**config.mk**
```make
export PLATFORM = sky130hd
export DESIGN_NAME = debounce_array
export DESIGN_NICKNAME = d
export VERILOG_FILES = /design/src/rtl/debounce_array.sv
export SDC_FILE = /design/constraint.sdc
export NUM_CORES = 1
export LEC_CHECK = 0
export BUFFER_PORTS_ARGS = -buffer_cell sky130_fd_sc_hd__buf_4
export CORE_MARGIN = 2
export CORE_UTILIZATION = 60
export CTS_CLUSTER_SIZE = 14
export DETAILED_ROUTE_END_ITERATION = 10
export GPL_ROUTABILITY_DRIVEN = 0
export PLACE_DENSITY_LB_ADDON = 0.1
export SLEW_MARGIN = 15
export SYNTH_ARGS = -nofsm -noshare
export SYNTH_HDL_FRONTEND = slang
export SYNTH_SLANG_ARGS = --single-unit
```
**constraint.sdc**
```tcl
create_clock -name Clk -period 3.6 [get_ports Clk]
set_input_delay 0.54 -clock Clk [delete_from_list [all_inputs] [get_ports Clk]]
set_output_delay 0.54 -clock Clk [all_outputs]
set_load 0.02 [all_outputs]
```
**src/rtl/debounce_array.sv**
```systemverilog
// N-channel push-button conditioner: 2-flop sync, per-channel debounce,
// press/release edge pulses, auto-repeat schedule and long-press flag.
module debounce_array #(
  parameter int N_CH           = 5,
  parameter int N_DC           = 15,
  parameter int RPT_DELAY_CYC  = 25_000_000,
  parameter int RPT_PERIOD_CYC = 10_000_000,
  parameter int LONG_CYC       = 100_000_000
) (
  input  logic            Clk,
  input  logic            Reset,
  input  logic [N_CH-1:0] pb,
  input  logic [N_CH-1:0] rpt_en,
  output logic [N_CH-1:0] dpb,
  output logic [N_CH-1:0] press,
  output logic [N_CH-1:0] release_evt,  // "release" is a reserved word
  output logic [N_CH-1:0] rpt,
  output logic [N_CH-1:0] long
);

  localparam int HW   = $clog2(LONG_CYC + 1);
  localparam int PMAX = (RPT_DELAY_CYC > RPT_PERIOD_CYC) ? RPT_DELAY_CYC : RPT_PERIOD_CYC;
  localparam int PW   = $clog2(PMAX + 1);

  localparam logic [N_DC-1:0] DC_MAX   = '1;
  localparam logic [HW-1:0]   LONG_V   = HW'(LONG_CYC);
  localparam logic [HW-1:0]   LONG_M1  = HW'(LONG_CYC - 1);
  localparam logic [PW-1:0]   DELAY_V  = PW'(RPT_DELAY_CYC);
  localparam logic [PW-1:0]   PERIOD_V = PW'(RPT_PERIOD_CYC);
  localparam logic [PW-1:0]   PER_ONE  = PW'(1);

  logic [N_CH-1:0] sync1;
  logic [N_CH-1:0] sync2;
  logic [N_CH-1:0] flip;
  logic [N_DC-1:0] dc_cnt   [N_CH];
  logic [HW-1:0]   hold_cnt [N_CH];
  logic [PW-1:0]   per_cnt  [N_CH];

  // Debounced level changes on this edge.
  always_comb begin
    flip = '0;
    for (int i = 0; i < N_CH; i++) begin
      flip[i] = (sync2[i] != dpb[i]) && (dc_cnt[i] == DC_MAX);
    end
  end

  always_ff @(posedge Clk) begin
    if (Reset) begin
      sync1       <= '0;
      sync2       <= '0;
      dpb         <= '0;
      press       <= '0;
      release_evt <= '0;
      rpt         <= '0;
      long        <= '0;
      for (int i = 0; i < N_CH; i++) begin
        dc_cnt[i]   <= '0;
        hold_cnt[i] <= '0;
        per_cnt[i]  <= '0;
      end
    end else begin
      sync1 <= pb;
      sync2 <= sync1;
      for (int i = 0; i < N_CH; i++) begin
        press[i]       <= 1'b0;
        release_evt[i] <= 1'b0;
        rpt[i]         <= 1'b0;

        if (sync2[i] == dpb[i] || flip[i]) begin
          dc_cnt[i] <= '0;
        end else begin
          dc_cnt[i] <= dc_cnt[i] + 1'b1;
        end

        if (flip[i]) begin
          dpb[i]         <= sync2[i];
          press[i]       <= sync2[i];
          release_evt[i] <= ~sync2[i];
        end

        if (flip[i] && !dpb[i]) begin
          // press cycle is h = 0; the first repeat lands RPT_DELAY_CYC later
          hold_cnt[i] <= '0;
          per_cnt[i]  <= DELAY_V;
          rpt[i]      <= 1'b1;
          long[i]     <= 1'b0;
        end else if (dpb[i] && !flip[i]) begin
          if (hold_cnt[i] != LONG_V) begin
            hold_cnt[i] <= hold_cnt[i] + 1'b1;
          end
          long[i] <= long[i] | (hold_cnt[i] == LONG_M1);
          // schedule advances regardless of rpt_en; enable only gates the pulse
          if (per_cnt[i] == PER_ONE) begin
            per_cnt[i] <= PERIOD_V;
            rpt[i]     <= rpt_en[i];
          end else begin
            per_cnt[i] <= per_cnt[i] - 1'b1;
          end
        end else begin
          hold_cnt[i] <= '0;
          per_cnt[i]  <= '0;
          long[i]     <= 1'b0;
        end
      end
    end
  end

endmodule

```
Word level (Yosys, flattened, before mapping)
Memory sizes are Yosys's and may differ from the RTL's.
Cells that the tools add are included.

word-level totals
  register bits after elaboration = 35
  RAM bits = 335
  output and inout port bits = 25
  word-level logic and storage cells = 378
  memories = 3

operators by class
  add/sub/neg operators = 15
  equal/unequal tests = 30
  mux-type cells = 202
  bitwise logic cells = 65
  reduce and logical (&&, ||, !) cells = 40

memory list
  memory    depth  bits a word  read ports  clocked after Yosys merged registers in  wr ports  line  text
  hold_cnt  5      27           5           0                                        5         36    logic [HW-1:0] hold_cnt [N_CH];
  per_cnt   5      25           5           0                                        5         37    logic [PW-1:0] per_cnt [N_CH];
  dc_cnt    5      15           5           0                                        5         35    logic [N_DC-1:0] dc_cnt [N_CH];

operators by type and width
  operator                                               number
  2-to-1 mux 25 bit                                      20
  2-to-1 mux 27 bit                                      15
  2-to-1 mux 1 bit                                       157
  2-to-1 mux 15 bit                                      10
  adder 27 x 1 -> 27 bit (second input constant)         5
  equality test 27 bit (second input constant)           5
  inequality test 27 bit (second input constant)         5
  equality test 25 x 1 -> 1 bit (second input constant)  5
  subtractor 25 x 1 -> 25 bit (second input constant)    5
  adder 15 x 1 -> 15 bit (second input constant)         5
  equality test 15 bit (second input constant)           5
  OR 1 bit                                               50
  logical AND 1 bit                                      15
  inverter 1 bit                                         15
  OR reduction 3 bit                                     5
  zero test 1 bit                                        10
  OR reduction 2 bit                                     5
  equality test 1 bit                                    5
  logical OR 1 bit                                       5
  inequality test 1 bit                                  5

Depth between registers and ports, before layout
Gate-level depths: netlist of the first run.

  word-level depth = 11
  depth in mapped cells = 9

Least setup slack after synthesis of the first run
Ideal clock, no wire load.

  path kind = reg2reg
  start = memory dc_cnt[4][0]
  end = memory hold_cnt[4][0] in the netlist's numbering (enable)
  library setup time = 391 ps
  arrival time = 2444 ps
  required time = 3209 ps
  setup slack = 766 ps
  stages on the path, launching flop included = 7
  period minus slack after synthesis = 2834 ps
  path through = edfxtp_1 > ha_1 > nand3_1 > or4_1 > o21bai_1 > clkbuf_1 > nand4b_1

RTL lines
  what                line
  start: declaration  35
  end: declaration    36

==> impl_metrics.tcl, run 1 <==
set metrics [dict create \
    clock_sinks 370 \
    synth_top_family_by_area "simple AND/OR/NAND/NOR gates" \
    clk_pin_slew_ps 60 \
    ys_seq_elements 370 \
    maxSlewViolCount 0 \
    largest_register_ffs 135 \
    reg.largest.list "hold_cnt: 135 flops, per_cnt: 125 flops, dc_cnt: 75 flops" \
    hold_buffers 0 \
    regArea_mm2 0.0108 \
    grt-ovfl-total 0 \
    tightest_slew_ps 968 \
    synth.avg_cell_area_um2 10.5 \
    synth_area_mm2 0.0195 \
    cts-root-buf "clkbuf_16" \
    numPlacedInstances 2488 \
    antenna_found_initial 0 \
    setup_tns_ps 0 \
    maxCapViolations 0 \
    path_buf_inv 1 \
    grt_util_all_layers_pct 21.5 \
    drc 0 \
    ant_nets 0 \
    worstSetupEndpointType "flop" \
    layout-drive-gt1-share_pct 6.67 \
    crit_chain "ha_1, nand4_1, nor4_1, nor2_1, nand2_1, buf_4" \
    holdCritStartpoint "pb[3]" \
    ir_drop_v 0.000390 \
    grt_max_degree 30 \
    hold_class "in -> reg" \
    synthMuxAreaShare_pct 0.167 \
    n_antenna_cell 0 \
    crit_required_ps 3810 \
    final_cell_area_mm2 0.0224 \
    rr_worst_depth 6 \
    yosysUniqueCellTypes 63 \
    die_y_um 184 \
    vias_per_cell 5.42 \
    finalWirelength_um 35500 \
    n_fill_cell 2413 \
    timing.hold.ws_ps 220 \
    rows 65 \
    fin_worst_skew_ps 21.6 \
    netlist_instances 1856 \
    drtIter0Drc 788 \
    finalCriticalPeriod_ps 2790 \
    hold_end "sync1[3]$_SDFF_PP0_" \
    top_register "hold_cnt" \
    grt_pass1_wl_um 61100 \
    synth-compound-area-share_pct 4.74 \
    start_util_pct 61.3 \
    p_total_mw 9.48 \
    holdPathStages 2 \
    multi_input_area_mm2 0.00908 \
    rsz0062_at_grt "false" \
    synthAdderAreaFrac_pct 1.61 \
    yosysWarnings 0 \
    cpLargestDelayFamily "simple AND/OR/NAND/NOR gates" \
    period_share_pct 77.6 \
    crit_cells 6 \
    core_mm2 0.0318 \
    r2r_end "hold_cnt[0][7]$_SDFFCE_PP0P_" \
    relSlewSlack_pct 35.5 \
    place_area_mm2 0.0210 \
    yosysSeqAreaShare_pct 55.2 \
    fmax_mhz 358 \
    cts_tree "yes" \
    status "finished, final reports clean" \
    wl_per_cell_um 13.8 \
    power.leakage_nw 7.89 \
    synthXorXnorAreaFrac_pct 12.2 \
    dieArea_mm2 0.0339 \
    synth_top_flop_cell "edfxtp_1" \
    crit_arrival_ps 3000 \
    clock_latency_ps 530 \
    clockBufferDepth 3 \
    cp_slowest_cell "nor4_1" \
    cts_inserted_buffers 41 \
    drt-pass1-iter-count 5 \
    r2r_setup_slack_ps 810 \
    io_buffers 36 \
    worstReg2RegStart "dc_cnt[0][0]$_SDFFCE_PN0P_" \
    criticalPathCategory "reg -> reg" \
    cts_resized 0 \
    nets 2133 \
    cts_setup_buffers 0 \
    path_max_fanout 16 \
    htree_levels 2 \
    grt_pass1_vias 13600 \
    powerDensity_mw_per_mm2 423 \
    num_vias 13900 \
    die_w_um 184 \
    cpPeakStageDelay_ps 640 \
    synth_simple_gate_area_share_pct 24.0 \
    instances_no_fill 2564 \
    synth_edf_count 335 \
    hpwl_um 24400 \
    io_pins 37 \
    hold_violations 0 \
    setup_violations 0 \
    critPathLaunchType "flop" \
    async_flop_share_pct 0 \
    areaGrowthSynthToFinish_pct 14.9 \
]
layout by cell type (no fill, tap or decap), types with 4 or more instances in the layout:
cell type  synthesis  final
o21a_1             4      4
inv_1             48     48
ha_1              25     25
or4_1             11     11
o31a_1             4      4
o31ai_1            7      7
nor2_1           334    334
a211oi_1           6      6
nand2b_1          24     24
nor4b_1            9      9
nor3_1            72     72
clkbuf_8           0      7
and2_1            12     12
nand2_1          105    105
o21ai_0           35     35
or2_2              9      9
nand4_1           65     65
clkbuf_1          41     14
conb_1             1    200
dfxtp_1           35     35
nand4b_1           8      8
and3_1            37     37
nor3b_1            4      4
or3_1             25     25
a21oi_1           77     77
nor4_1            58     58
nor2b_1           15     15
xnor2_1          141    141
clkbuf_16          0     43
buf_4              0     53
and4_1            25     25
xor2_1           130    130
bufinv_16          0      6
edfxtp_1         335    335
nand3_1           91     91
cells by family (layout without fill, tap and decap cells):
family                   count (synthesis)  count (layout)
flip-flops                             370             370
AO/OA/AOI/OAI                          157             157
adder cells (fa/ha/maj)                 25              25
AND/OR/NAND/NOR                        926             926
XOR/XNOR                               271             271
buffers and inverters                  103             177
multiplexers                             3               3
other                                    1             200
Yosys cell counts, types with 4 or more instances:
library cell | count | area, um2
nand4b_1 | 8 | 70.1
a211oi_1 | 6 | 45.0
nor4_1 | 58 | 363
o31a_1 | 4 | 35.0
o21a_1 | 4 | 30.0
and2_1 | 12 | 75.1
xnor2_1 | 141 | 1230
nor3b_1 | 4 | 30.0
o31ai_1 | 7 | 52.6
xor2_1 | 130 | 1140
nor4b_1 | 9 | 78.8
dfxtp_1 | 35 | 701
nand3_1 | 91 | 455
nor2_1 | 334 | 1250
edfxtp_1 | 335 | 10100
or3_1 | 25 | 156
nand2b_1 | 24 | 150
nand4_1 | 65 | 407
nand2_1 | 105 | 394
or4_1 | 11 | 82.6
or2_2 | 9 | 56.3
inv_1 | 48 | 180
nor2b_1 | 15 | 93.8
buf_2 | 9 | 45.0
and3_1 | 37 | 231
and4_1 | 25 | 219
nor3_1 | 72 | 360
a21oi_1 | 77 | 385
buf_1 | 5 | 18.8
ha_1 | 25 | 313
o21ai_0 | 35 | 175
clkbuf_1 | 41 | 154
power by group:
group / leakage (nW) / switching [mW] / internal, mW
clock network: 0.699 / 1.65 / 2.77
logic: 3.18 / 0.133 / 0.0922
registers: 4.01 / 0.0924 / 4.74
per-stage QoR:
stage	util (%)	setup slack [ps]
2_1_floorplan	-	766
3_3_place_gp	65.9	901
3_5_place_dp	65.9	802
4_1_cts	70.4	774
5_1_grt	70.4	473
6_report	70.4	807
layer usage:
| metal | vias to the layer above | wire, um | global-route usage [%] |
|---|---|---|---|
| met1 | 6598 | 16300 | 28.5 |
| met2 | 236 | 17100 | 36.8 |
| li1 | 6994 | - | - |
| met4 | 0 | 793 | 6.34 |
| met5 | - | 0 | 0 |
| met3 | 57 | 1310 | 3.16 |
how the worst max path moves through the flow:
stage,endpoint,slack (ps),start
after floorplan,hold_cnt[4][0]$_SDFFCE_PP0P_,770,dc_cnt[4][0]$_SDFFCE_PN0P_
after global placement,per_cnt[2][24]$_SDFFCE_PP0P_,900,per_cnt[2][15]$_SDFFCE_PP0P_
after detailed placement,hold_cnt[0][14]$_SDFFCE_PP0P_,800,dc_cnt[0][0]$_SDFFCE_PN0P_
after CTS,hold_cnt[0][7]$_SDFFCE_PP0P_,770,dc_cnt[0][0]$_SDFFCE_PN0P_
after global routing,hold_cnt[0][7]$_SDFFCE_PP0P_,470,dc_cnt[0][0]$_SDFFCE_PN0P_
final,hold_cnt[0][7]$_SDFFCE_PP0P_,810,dc_cnt[0][0]$_SDFFCE_PN0P_
worst register-to-register path, stage by stage (launching register included):
cell      delay, ps
edfxtp_1        400
ha_1            240
nand4_1         200
nor4_1          640
nor2_1          220
nand2_1         440
buf_4           340
cell type report:
type / count / share of cell area, %
flip-flops and latches: 370 / 48.0
well taps: 435 / 2.43
clock inverters: 12 / 0.939
clock buffers: 64 / 5.47
multi-input cells: 1582 / 40.5
repair buffers: 53 / 1.78
inverters: 48 / 0.805
(Power assumes the default switching activity.)
==> run 2: changes to the inputs <==
==> constraint.sdc (replaced) <==
create_clock -name Clk -period 2.64 [get_ports Clk]
set_input_delay 0.396 -clock Clk [delete_from_list [all_inputs] [get_ports Clk]]
set_output_delay 0.396 -clock Clk [all_outputs]
set_load 0.02 [all_outputs]
==> impl_metrics.tcl, run 2 (synthesized netlist as in run 1, its figures left out) <==
set metrics [dict create \
    tightest_slew_ps 570 \
    finalWirelength_um 36100 \
    die_y_um 184 \
    cpLargestDelayFamily "simple AND/OR/NAND/NOR gates" \
    core_mm2 0.0318 \
    crit_required_ps 3030 \
    timing.hold.ws_ps 75.4 \
    fmax_mhz 385 \
    start_util_pct 61.3 \
    drt-pass1-iter-count 7 \
    r2r_setup_slack_ps 40 \
    sw_frac_of_total_pct 20.7 \
    place_area_mm2 0.0213 \
    drc 0 \
    layout-drive-gt1-share_pct 8.35 \
    cpMostUsedCell "or4_4" \
    hold_class "in -> reg" \
    crit_chain "or4_4, or4_4, or4_4, or3_1, a21oi_2" \
    period_share_pct 98.4 \
    reg.largest.list "hold_cnt: 135 flops, per_cnt: 125 flops, dc_cnt: 75 flops" \
    setup_violations 0 \
    maxSlewViolCount 0 \
    maxCapViolations 0 \
    relSlewSlack_pct 61.6 \
    cp_slowest_cell "or4_4" \
    setup.worst_path.end "per_cnt[1][24]$_SDFFCE_PP0P_" \
    cpPeakStageDelay_ps 580 \
    crit_arrival_ps 2990 \
    largest_register_ffs 135 \
    cts_tree "yes" \
    worstSetupEndpointType "flop" \
    areaGrowthSynthToFinish_pct 15.9 \
    grt-ovfl-total 0 \
    hpwl_um 24600 \
    num_vias 14000 \
    critPathLaunchType "flop" \
    die_w_um 184 \
    power.leakage_nw 8.00 \
    worstReg2RegStart "per_cnt[1][18]$_SDFFCE_PP0P_" \
    grt_pass1_wl_um 62300 \
    ir_drop_v 0.000545 \
    nets 2161 \
    clock_latency_ps 550 \
    final_common_cell "edfxtp_1" \
    status "finished, final reports clean" \
    final_cell_mix "edfxtp_1, nor2_1, conb_1, xnor2_1, xor2_1" \
    powerDensity_mw_per_mm2 549 \
    grt_util_all_layers_pct 21.8 \
    seq_power_share_pct 53.1 \
    clk_pin_slew_ps 60 \
    vias_per_cell 5.42 \
    cts-root-buf "clkbuf_16" \
    internal_power_mw 9.83 \
    regArea_mm2 0.0108 \
    io_pins 37 \
    n_fill_cell 2362 \
    n_antenna_cell 0 \
    p_clk_share_pct 44.3 \
    top_register "hold_cnt" \
    rows 65 \
    clockBufferDepth 3 \
    hold_violations 0 \
    combPwrFrac_pct 2.6 \
    grt_pass1_vias 13800 \
    r2r_end "per_cnt[1][24]$_SDFFCE_PP0P_" \
    drtIter0Drc 763 \
    dieArea_mm2 0.0339 \
    finalCriticalPeriod_ps 2600 \
    clock_sinks 370 \
    fin_worst_skew_ps 29.4 \
    path_max_fanout 5 \
    io_buffers 36 \
    hold_buffers 0 \
    wl_per_cell_um 13.9 \
    antenna_found_initial 0 \
    path_buf_inv 0 \
    final_cell_area_mm2 0.0226 \
    cts_inserted_buffers 40 \
    multi_input_area_mm2 0.00913 \
    crit_cells 5 \
    rr_worst_depth 5 \
    ant_nets 0 \
    criticalPathCategory "reg -> reg" \
    crit_start "per_cnt[1][18]$_SDFFCE_PP0P_" \
    grt_max_degree 30 \
    htree_levels 2 \
    p_switching_mw 2.57 \
]
==> run 2: timing repair <==
action / in CTS / in global routing
endpoints found under the hold margin: 0 / 0
resized for setup: 0 / 7
buffers inserted: 0 / 2
setup endpoints to repair: 0 / 28
==> run 2: area by class of cell <==
cell class	count	area share (%)
Sequential cell	370	47.6
Multi-Input combinational cell	1582	40.4
Clock buffer	60	5.12
Timing Repair Buffer	82	3.06
Tap cell	435	2.41
Inverter	48	0.798
Clock inverter	13	0.559
==> run 2: metrics by stage <==
step | power (mW) | setup TNS, ps | setup slack (ps) | util [%] | std cells
final | 12.4 | 0 | 41.7 | 71.0 | 2590
after global routing | 12.8 | -24.7 | -24.7 | 71.0 | 2590
after CTS | 12.5 | 0 | 34.0 | 70.9 | 2588
after detailed placement | 7.02 | 0 | 46.9 | 66.8 | 2515
after global placement | 7.01 | 0 | 97.7 | 66.8 | 2515
after floorplan | 6.93 | 0 | 58.5 | - | 2055
==> run 2: routing by layer <==
metal | share of wire (%) | GRT usage, % | vias to the layer above
li1 | - | - | 7053
met1 | 47 | 29.5 | 6710
met2 | 47 | 37.2 | 207
met3 | 3.6 | 3.02 | 61
met4 | 2.2 | 6.02 | 0
met5 | 0 | 0 | -
==> run 2: power by group through the flow <==
stage	clock network, mW	registers, mW	logic [mW]
3_5_place_dp	0	6.71	0.304
4_1_cts	5.62	6.59	0.309
6_report	5.49	6.59	0.320
5_1_grt	5.83	6.61	0.368
3_3_place_gp	0	6.70	0.301
2_1_floorplan	0	6.68	0.245
==> run 2: how the worst min path moves through the flow <==
stage                          endpoint  slack [ps]                 from  depth (start not counted)
floorplan           sync2[0]$_SDFF_PP0_         410  sync1[0]$_SDFF_PP0_                          1
global placement    sync2[4]$_SDFF_PP0_         420  sync1[4]$_SDFF_PP0_                          1
detailed placement  sync2[0]$_SDFF_PP0_         420  sync1[0]$_SDFF_PP0_                          1
CTS                 sync1[1]$_SDFF_PP0_          60                pb[1]                          2
global route        sync1[1]$_SDFF_PP0_          90                pb[1]                          2
finish              sync1[1]$_SDFF_PP0_          80                pb[1]                          2
